File: src/rtl/rv32i_alu_issue.sv
// ID/EX issue stage: resolves forwarded operands, detects load-use hazards and
// registers the ALU operation. Define ISSUE_PERF_EN to build the issue/stall counters.
module rv32i_alu_issue #(
    parameter int unsigned     XLEN     = 32,
    parameter logic [XLEN-1:0] RESET_PC = '0
) (
    input  logic            clk,
    input  logic            rst_n,
    input  logic            id_valid,
    output logic            id_ready,
    input  logic [4:0]      id_alu_op,
    input  logic [4:0]      id_rs1,
    input  logic [4:0]      id_rs2,
    input  logic [4:0]      id_rd,
    input  logic            id_rd_we,
    input  logic            id_use_pc,
    input  logic            id_use_imm,
    input  logic            id_is_load,
    input  logic            id_is_store,
    input  logic [XLEN-1:0] id_imm,
    input  logic [XLEN-1:0] id_pc,
    input  logic [XLEN-1:0] rf_rs1_data,
    input  logic [XLEN-1:0] rf_rs2_data,
    input  logic            mem_fwd_valid,
    input  logic [4:0]      mem_fwd_rd,
    input  logic [XLEN-1:0] mem_fwd_data,
    input  logic            wb_fwd_valid,
    input  logic [4:0]      wb_fwd_rd,
    input  logic [XLEN-1:0] wb_fwd_data,
    input  logic            ex_ready,
    input  logic            flush,
    output logic            ex_valid,
    output logic [4:0]      ex_alu_op,
    output logic [XLEN-1:0] ex_alu_a,
    output logic [XLEN-1:0] ex_alu_b,
    output logic [XLEN-1:0] ex_rs2_data,
    output logic [4:0]      ex_rd,
    output logic            ex_rd_we,
    output logic            ex_is_load,
    output logic            ex_is_store,
    output logic [XLEN-1:0] ex_pc,
    output logic [31:0]     perf_issued,
    output logic [31:0]     perf_stalls
);

    // The EX/MEM result is younger than MEM/WB, so it wins when both match.
    function automatic logic [XLEN-1:0] fwd(
        input logic [4:0]      rs,
        input logic [XLEN-1:0] rf,
        input logic            mv,
        input logic [4:0]      mrd,
        input logic [XLEN-1:0] mdata,
        input logic            wv,
        input logic [4:0]      wrd,
        input logic [XLEN-1:0] wdata
    );
        if (rs == 5'd0) begin
            return '0;
        end else if (mv && mrd == rs) begin
            return mdata;
        end else if (wv && wrd == rs) begin
            return wdata;
        end
        return rf;
    endfunction

    logic [XLEN-1:0] rs1_val;
    logic [XLEN-1:0] rs2_val;
    logic [XLEN-1:0] op_a;
    logic [XLEN-1:0] op_b;
    logic            hazard;
    logic            advance;
    logic            issue;

    always_comb begin
        rs1_val = fwd(id_rs1, rf_rs1_data, mem_fwd_valid, mem_fwd_rd, mem_fwd_data,
                      wb_fwd_valid, wb_fwd_rd, wb_fwd_data);
        rs2_val = fwd(id_rs2, rf_rs2_data, mem_fwd_valid, mem_fwd_rd, mem_fwd_data,
                      wb_fwd_valid, wb_fwd_rd, wb_fwd_data);
        op_a    = id_use_pc ? id_pc : rs1_val;
        op_b    = id_use_imm ? id_imm : rs2_val;
        // Stores read rs2 as data even when B is the immediate.
        hazard  = ex_valid && ex_is_load && ex_rd_we && (ex_rd != 5'd0) &&
                  ((!id_use_pc && id_rs1 == ex_rd) ||
                   ((!id_use_imm || id_is_store) && id_rs2 == ex_rd));
        advance  = !ex_valid || ex_ready;
        id_ready = rst_n && (flush || (advance && !hazard));
        issue    = advance && id_valid && !hazard;
    end

    always_ff @(posedge clk) begin
        if (!rst_n) begin
            ex_valid    <= 1'b0;
            ex_alu_op   <= 5'd0;
            ex_alu_a    <= '0;
            ex_alu_b    <= '0;
            ex_rs2_data <= '0;
            ex_rd       <= 5'd0;
            ex_rd_we    <= 1'b0;
            ex_is_load  <= 1'b0;
            ex_is_store <= 1'b0;
            ex_pc       <= RESET_PC;
        end else if (flush) begin
            ex_valid <= 1'b0;
        end else if (advance) begin
            if (issue) begin
                ex_valid    <= 1'b1;
                ex_alu_op   <= id_alu_op;
                ex_alu_a    <= op_a;
                ex_alu_b    <= op_b;
                ex_rs2_data <= rs2_val;
                ex_rd       <= id_rd;
                ex_rd_we    <= id_rd_we;
                ex_is_load  <= id_is_load;
                ex_is_store <= id_is_store;
                ex_pc       <= id_pc;
            end else begin
                ex_valid <= 1'b0;
            end
        end
    end

`ifdef ISSUE_PERF_EN
    always_ff @(posedge clk) begin
        if (!rst_n) begin
            perf_issued <= 32'd0;
            perf_stalls <= 32'd0;
        end else begin
            if (issue && !flush) begin
                perf_issued <= perf_issued + 32'd1;
            end
            if (id_valid && !id_ready && !flush) begin
                perf_stalls <= perf_stalls + 32'd1;
            end
        end
    end
`else
    assign perf_issued = 32'd0;
    assign perf_stalls = 32'd0;
`endif

endmodule

File: config.mk
export PLATFORM = sky130hd
export DESIGN_NAME = rv32i_alu_issue
export DESIGN_NICKNAME = d
export VERILOG_FILES = /design/src/rtl/rv32i_alu_issue.sv
export SDC_FILE = /design/constraint.sdc
export NUM_CORES = 1
export LEC_CHECK = 0
export CORE_AREA = 2 2 172 174
export DETAILED_ROUTE_END_ITERATION = 8
export DIE_AREA = 0 0 174 176
export SLEW_MARGIN = 0
export SYNTH_ARGS = -nofsm -noshare
export SYNTH_HDL_FRONTEND = slang
export SYNTH_SLANG_ARGS = --single-unit
File: constraint.sdc
create_clock -name clk -period 3.1 [get_ports clk]
set_clock_uncertainty 0.1 [all_clocks]
set_input_delay 0.31 -clock clk [delete_from_list [all_inputs] [get_ports clk]]
set_output_delay 0.31 -clock clk [all_outputs]
set_load 0.02 [all_outputs]
-- Word-level counts from Yosys, hierarchy flattened
Cells that the tools add are included.
- memories kept: 0
- RAM bits: 0
- input port bits: 234
- output and inout port bits: 207
- latch bits: 0
- logic and storage cells: 62
- bits in read-only memories: 0
- flip-flop bits (word level): 142
- mux-type cells: 17
- shifts and indexed selects: 0
- equal/unequal tests: 6
- $add $sub $neg: 0
- multipliers: 0
- reduce and logical (&&, ||, !) cells: 27
- div/mod/pow operators: 0
- bitwise gates (word level): 2
- magnitude comparators: 0
- operators with widths (kind ; number):
    $mux W32 ; 10
    $eq A5 B5 Y1 ; 6
    $logic_and A1 B1 Y1 ; 14
    $logic_not A5 Y1 ; 2
    $mux W1 ; 7
    $reduce_bool A5 Y1 ; 1
    $logic_not A1 Y1 ; 4
    $logic_or A1 B1 Y1 ; 4
    $reduce_and A3 Y1 ; 1
    $not A1 Y1 ; 2
    $reduce_or A2 Y1 ; 1

-- Longest topological paths before layout
- depth after elaboration: 9
- depth in mapped cells: 8
- mapped depth without buffers: 6

-- Least setup slack after synthesis
Ideal clock, no wire load.
- path type: flip-flop to flip-flop
- start: reg ex_rd[0]
- end: reg ex_pc[18]
- slack: 0.943 ns
- setup time: 0.076 ns
- required time: 2.924 ns
- cell stages (with the launch flop): 8
- path buffers: 2
- arrival time: 1.982 ns
- period minus slack after synthesis: 2.157 ns
- path through: dfxtp_1 > or4_1 > o2111ai_1 > o21a_1 > buf_2 > buf_2 > nand2_1 > a21boi_0
- word-level cells in the longest chain between the ends: 7
- elaborated cells on any way between the ends: 11
- those cells by class: 2 x eq/ne; 9 x reduce/logical
- ends and longest elaborated chain (what ; RTL line ; source):
    start: declaration ; 37 ; output logic [4:0] ex_rd,
    start signal: assignment ; 112 ; ex_rd <= id_rd;
    $eq A5 B5 Y1 (on tied branches) ; 84, 85 ;
    $logic_and A1 B1 Y1 (on tied branches) ; 84, 85 ;
    $logic_or A1 B1 Y1 ; 84 ; ((!id_use_pc && id_rs1 == ex_rd) ||
    $logic_and A1 B1 Y1 (*) ; 83 ; hazard = ex_valid && ex_is_load && ex_rd_we && (ex_rd != 5'd0) &&
    $logic_not A1 Y1 (*) ; 88 ; issue = advance && id_valid && !hazard;
    $logic_and A1 B1 Y1 (*) ; 88 ;
    $reduce_and A3 Y1 (no line) (*) ; -- ;
    end signal: assignment ; 116 ; ex_pc <= id_pc;
    end: declaration ; 41 ; output logic [XLEN-1:0] ex_pc,
Mark *: on every way between the ends. The rest lies on a longest branch, timed or not.
A chain may end at the register's enable or synchronous reset.

-- Worst setup path after layout
- start: reg ex_rd[0]
- end: out id_ready
- word-level cells in the longest chain between the ends: 8
- elaborated cells on any way between the ends: 12
- those cells by class: 2 x eq/ne; 10 x reduce/logical
- ends and longest elaborated chain (what ; RTL line ; source):
    $eq A5 B5 Y1 (on tied branches) ; 84, 85 ;
    $logic_and A1 B1 Y1 (on tied branches) ; 84, 85 ;
    $logic_or A1 B1 Y1 ; 84 ;
    $logic_and A1 B1 Y1 (*) ; 83 ;
    $logic_not A1 Y1 (*) ; 87 ; id_ready = rst_n && (flush || (advance && !hazard));
    $logic_and A1 B1 Y1 (*) ; 87 ;
    $logic_or A1 B1 Y1 (*) ; 87 ;
    $logic_and A1 B1 Y1 (*) ; 87 ;
    end: declaration ; 10 ; output logic id_ready,
Marks and branches as above.

==> results.sh <==
export IMPL_status="complete, no violations"
export IMPL_slowest_stage="clkdlybuf4s50_1"
export IMPL_p_leak_nw=4.63
export IMPL_worstSetupPathType="reg -> out"
export IMPL_synth_compound_area_share_pct=32.6
export IMPL_utilization_pct=44.1
export IMPL_critPathArrivalTime_ns=2.52
export IMPL_ir_drop_mv=0.332
export IMPL_ys_warn_count=0
export IMPL_whs_ns=0.183
export IMPL_ctsHoldBuffers=0
export IMPL_rows=62
export IMPL_slew_headroom_pct=30.5
export IMPL_netlist_instances=1013
export IMPL_r2r_end="ex_alu_b[12]"
export IMPL_ant_nets=0
export IMPL_drc=0
export IMPL_cts_tree="yes"
export IMPL_hp_class="in -> reg"
export IMPL_placed_cells=1714
export IMPL_cpMostUsedCell="nor2_1"
export IMPL_numCtsBuffers=17
export IMPL_yosys_top_cells_area="dfxtp_1 36%, o21ai_0 7.2%, buf_4 6.2%, a21oi_1 6.1%, nand2_1 6.0%"
export IMPL_fmax_ghz=0.342
export IMPL_critical_path_required_ns=2.69
export IMPL_hold_viol=0
export IMPL_final_seq_area_mm2=0.00284
export IMPL_yosysUniqueCellTypes=37
export IMPL_multi_input_area_mm2=0.00440
export IMPL_start_util_pct=27.9
export IMPL_synth_simple_area_share_pct=11.8
export IMPL_finalNonFillerCells=1752
export IMPL_clock_latency_ns=0.43
export IMPL_fin_area_mm2=0.0126
export IMPL_numPortBuffers=376
export IMPL_cts_sinks=142
export IMPL_routed_via_density=4.94
export IMPL_finalCritPeriodShare_pct=94.4
export IMPL_reg2reg_slack_ns=0.66
export IMPL_grt_overflow_total=0
export IMPL_die_width_um=174
export IMPL_worstSetupEndpoint="id_ready"
export IMPL_rsz0062_at_grt="no"
export IMPL_drive_above_1_share_pct=5.65
export IMPL_avgSynthCellArea_um2=7.88
export IMPL_crit_path_start_kind="flop"
export IMPL_finalSetupViolCount=0
export IMPL_maxCapViolations=0
export IMPL_die_area_mm2=0.0306
export IMPL_muxShareOfSynthArea_pct=4.01
export IMPL_nFillCells=2868
export IMPL_post_cts_buffers=0
export IMPL_cp_end_kind="primary output"
export IMPL_wl_um=36200
export IMPL_p_per_area_mw_per_mm2=433
export IMPL_grt_util_all_layers_pct=22.7
export IMPL_grt_first_pass_wirelength_um=52600
export IMPL_min_period_ns=2.93
export IMPL_synth_fa_ha_area_share_pct=0
export IMPL_path_clk_slew_ns=0.07
export IMPL_dp_hpwl_um=27100
export IMPL_io_pins=441
export IMPL_synth_edff_count=0
export IMPL_final_cell_mix="373 x clkdlybuf4s50_1, 142 x dfxtp_1, 127 x nand2_1, 114 x o21ai_0, 97 x a21oi_1"
export IMPL_maxSlewViolCount=0
export IMPL_rr_worst_depth=9
export IMPL_cts_max_level=4
export IMPL_critPathMaxStageDelay_ns=0.62
export IMPL_area_delta_synth_final_pct=57.9
export IMPL_worst_pin_slew_ns=1.03
export IMPL_synth_top_family_by_area="compound AO/OA/AOI/OAI gates"
export IMPL_synthArstFlopShare_pct=0
export IMPL_initialDrtViolationCount=496
export IMPL_ys_ff_latch=142
export IMPL_post_cts_resized=0
export IMPL_wl_per_cell_um=20.7
export IMPL_dr_pass1_iters=4
export IMPL_synth_cell_area_mm2=0.00798
export IMPL_synthFlopType="dfxtp_1"
export IMPL_nNetsFinal=1583
export IMPL_die_h_um=176
export IMPL_num_vias=8650
export IMPL_design_core_area_mm2=0.0285
export IMPL_synth_xor_area_share_pct=3.29
export IMPL_dpl_instance_area_mm2=0.0120
export IMPL_yosysSeqAreaShare_pct=35.6
export IMPL_crit_chain="or4_1 > o2111ai_1 > nor2_1 > nor2_1 > o21a_1 > clkdlybuf4s50_1"
export IMPL_synth_top_cell_area_share_pct=35.6
export IMPL_critical_path_peak_fanout=5
export IMPL_reg2reg_from="ex_rd[3]"
export IMPL_clockRootBuffer="clkbuf_16"
export IMPL_crit_start="ex_rd[0]"
export IMPL_yosysTopAreaCell="dfxtp_1"
export IMPL_place_congestion=0.933
export IMPL_grt_max_degree=134
export IMPL_grt_pass1_vias=8265
export IMPL_tns_ns=0
export IMPL_clock_path_buffers=2
export IMPL_antenna_found_initial=5
export IMPL_layout_commonest_cell="clkdlybuf4s50_1"
## layer usage
metal | GRT usage [%] | vias up | wire length (µm)
met4 | 6.69 | 2 | 703
met2 | 35.4 | 363 | 16600
met5 | 0 | - | 15
met3 | 5.40 | 40 | 2350
li1 | - | 4166 | -
met1 | 31.2 | 4079 | 16500
## worst min path at each step
| stage | start | end | slack, ns | cells after the start |
|---|---|---|---|---|
| 6_report | rst_n | ex_pc[2] | 0.18 | 2 |
| 5_1_grt | rst_n | ex_pc[2] | 0.17 | 2 |
| 4_1_cts | rst_n | ex_pc[2] | 0.16 | 2 |
| 3_5_place_dp | ex_pc[23] | ex_pc[23] | 0.35 | 2 |
| 3_3_place_gp | ex_pc[23] | ex_pc[23] | 0.34 | 2 |
| 2_1_floorplan | flush | ex_valid | 0.29 | 1 |
## synthesized netlist by cell type (all sizes together) (7+ instances only)
cell type and instances:
a21boi 45, a21oi 97, a221o 32, a22o 32, buf 90, clkbuf 64, dfxtp 142, inv 34
mux2i 32, nand2 127, nand3 64, nor2 7, o21a 34, o21ai 130, o31ai 31, xnor2 12
xor2 18
## sequential cells by signal (all words and copies together) (netlist names)
register,flops
ex_alu_a,32
ex_alu_b,32
ex_pc,32
ex_rs2_data,32
ex_alu_op,5
ex_rd,5
ex_is_load,1
ex_is_store,1
ex_rd_we,1
ex_valid,1
## worst max-delay path, delay by kind of cell, from the launching register on
kind	cells	cell delay (ns)
simple gates	3	0.72
buf+inv	1	0.62
flops	1	0.38
compound gates	2	0.36
## final cells by class
class | count | area share [%]
Antenna cell | 6 | 0.119
Clock buffer | 17 | 3.38
Clock inverter | 15 | 1.37
Inverter | 34 | 1.01
Multi-Input combinational cell | 746 | 35.0
Sequential cell | 142 | 22.6
Tap cell | 384 | 3.81
Timing Repair Buffer | 408 | 32.8
## logic make-up after synthesis
| kind of cell | count (synthesis) |
|---|---|
| flops | 142 |
| buf+inv | 188 |
| simple gates | 215 |
| xor+xnor | 30 |
| mux | 32 |
| other cells | 1 |
| compound gates | 405 |
## report_power, final
part,switching (W),internal [W]
Clock,0.000976,0.00115
Combinational,0.000684,0.000651
Sequential,0.0000594,0.00193
## stage by stage
step | total power [W] | worst slack (ns)
global placement | 0.00336 | 0.119
CTS | 0.00551 | 0.139
floorplan | 0.00269 | 0.943
detailed placement | 0.00336 | 0.0867
finish | 0.00545 | 0.174
global route | 0.00567 | 0.0615
Power figures use the tool's default switching activity.
==> RTL edit (same flow settings) <==
Build with the macro `ISSUE_PERF_EN` defined.
--- a/src/rtl/rv32i_alu_issue.sv
+++ b/src/rtl/rv32i_alu_issue.sv
@@ -1,5 +1,7 @@
 // ID/EX issue stage: resolves forwarded operands, detects load-use hazards and
 // registers the ALU operation. Define ISSUE_PERF_EN to build the issue/stall counters.
+`define ISSUE_PERF_EN
+
 module rv32i_alu_issue #(
     parameter int unsigned     XLEN     = 32,
     parameter logic [XLEN-1:0] RESET_PC = '0
Function: changed (Yosys sat finds a counterexample within 4 cycles, from zero or initial values and one cycle with rst_n low).
==> RTL edit against the unedited design <==
Area after synthesis is 30% higher. Sequential power up 42%. Clock power is 50% higher. Total power rose by 36%. Routed wire length rose by 33%. Worst setup slack better by 300 ps. Worst hold slack lost 16 ps. Cell area grew 28%. Synthesized cell count grew 31%. Sequential cell count increased by 64. Count of clock-buffer cells in the layout rose by 17. Register-to-register slack got worse by 60 ps.
==> RTL edit: results (changes against the unedited design) <==
qor: routing.first_iter_violations 943 [was 496]
qor: worst_hold_path.min_path_cells 3 [was 2]
qor: worst_setup_path.crit_start ex_rd[4]$_SDFFE_PN0P_ [was ex_rd[0]$_SDFFE_PN0P_]
qor: routing.routed_wire_length_per_instance 22.7 um [was 20.7 um]
qor: global_routing.groute.layer.met1.usage 38.1% [was 31.2%]
qor: power.ir_drop 0.381 mV [was 0.332 mV]
qor: cts.clock_tree.htree_level_count 1 [was 4]
qor: timing.hold-worst-slack 167 ps [was 183 ps]
qor: power.seq-power 2.83 mW [was 1.99 mW]
qor: routing.wl_met1 19.7 mm [was 16.5 mm]
qor: global_routing.grt.total_usage 29.9% [was 22.7%]
qor: global_routing.maximum_number_of_pins_on_one_net_before_global_route_repair 78 [was 134]
qor: global_routing.global_route.usage.met3 6.61% [was 5.40%]
qor: worst_hold_path.min_from rst_n [unchanged]
qor: placed_design.place_ws 169 ps [was 86.7 ps]
qor: worst_setup_path.crit_path_max_incr_delay 420 ps [was 620 ps]
qor: worst_setup_path.internal_reg_to_reg_setup_slack 600 ps [was 660 ps]
qor: power.total_leakage_power 5.40 nW [was 4.63 nW]
qor: timing.max_freq 0.381 GHz [was 0.342 GHz]
qor: global_routing.global_route_met2_utilization 50.0% [was 35.4%]
qor: yosys.synthesis.area_per_instance 7.81 um^2 [was 7.88 um^2]
qor: placed_design.placed_cell_area 0.0152 mm^2 [was 0.0120 mm^2]
qor: cts.clock_insertion_delay_worst_skew 530 ps [was 430 ps]
qor: yosys.synthTopCellsByCount 206 x dfxtp_1, 167 x a21oi_1, 151 x o21ai_0 [was 142 x dfxtp_1, 127 x nand2_1, 115 x o21ai_0]
qor: global_routing.grt_pass1_wl 71.4 mm [was 52.6 mm]
qor: power.share_comb_of_total_power 18.9% [was 24.5%]
qor: worst_setup_path.slowest_stage nor4_2 [was clkdlybuf4s50_1]
qor: cts.clockBufferDepth 3 [was 2]
qor: status.outcome completed [unchanged]
qor: global_routing.antenna_found_initial 8 [was 5]
qor: global_routing.first_global_vias 11,500 [was 8,265]
qor: layout.layout_cells_sized_above_1 6.64% [was 5.65%]
qor: placed_design.finalWeightedCongestion 0.893 [was 0.933]
qor: worst_setup_path.critical_path_arrival 2220 ps [was 2520 ps]
qor: placed_design.post-place-cells 2,071 [was 1,714]
qor: layout.num-nets-final 1,950 [was 1,583]
qor: worst_setup_path.timing.critical_path.fanout_max 7 [was 5]
qor: placed_design.place_hpwl 34.9 mm [was 27.1 mm]
qor: timing.slew-limit-headroom 24.1% [was 30.5%]
qor: worst_setup_path.critical_path.reg2reg.endpoint perf_stalls[16]$_SDFFE_PN0P_ [was ex_alu_b[12]$_SDFFE_PN0P_]
qor: cts.cts_buffers 25 [was 17]
qor: routing.met3_length 3.86 mm [was 2.35 mm]
qor: routing.met2WireLength 23.0 mm [was 16.6 mm]
qor: yosys.synth.distinct_cells 48 [was 37]
## RTL edit: cell types whose count changed after synthesis, sizes merged, moves of 27 or more
cell / before / now
a21boi: 45 / 0
a21oi: 97 / 168
a221o: 32 / 0
a221oi: 0 / 32
a31oi: 0 / 68
buf: 90 / 26
clkbuf: 64 / 95
dfxtp: 142 / 206
inv: 34 / 7
nor2: 7 / 50
nor3: 2 / 39
o21a: 34 / 2
o31ai: 31 / 63
or4: 3 / 31
## RTL edit: final cells by class
type	count	area [um^2]
tap	384	480
multi-input combinational	991	5730
timing repair buffer	483	4830
fill	2725	12400
clock buffer	34	719
sequential	206	4130
inverter	7	28.8
clock inverter	12	170
antenna	7	17.5
## RTL edit: kinds of logic after synthesis
kind of cell	after synthesis	synth area share, %
muxes	6	0.580
buffers and inverters	128	5.22
and+or+nand+nor	426	20.8
adders and majority gates	2	0.242
DFF	206	39.9
AOI/OAI and AO/OA	523	30.4
xor gates and xnor gates	34	2.88
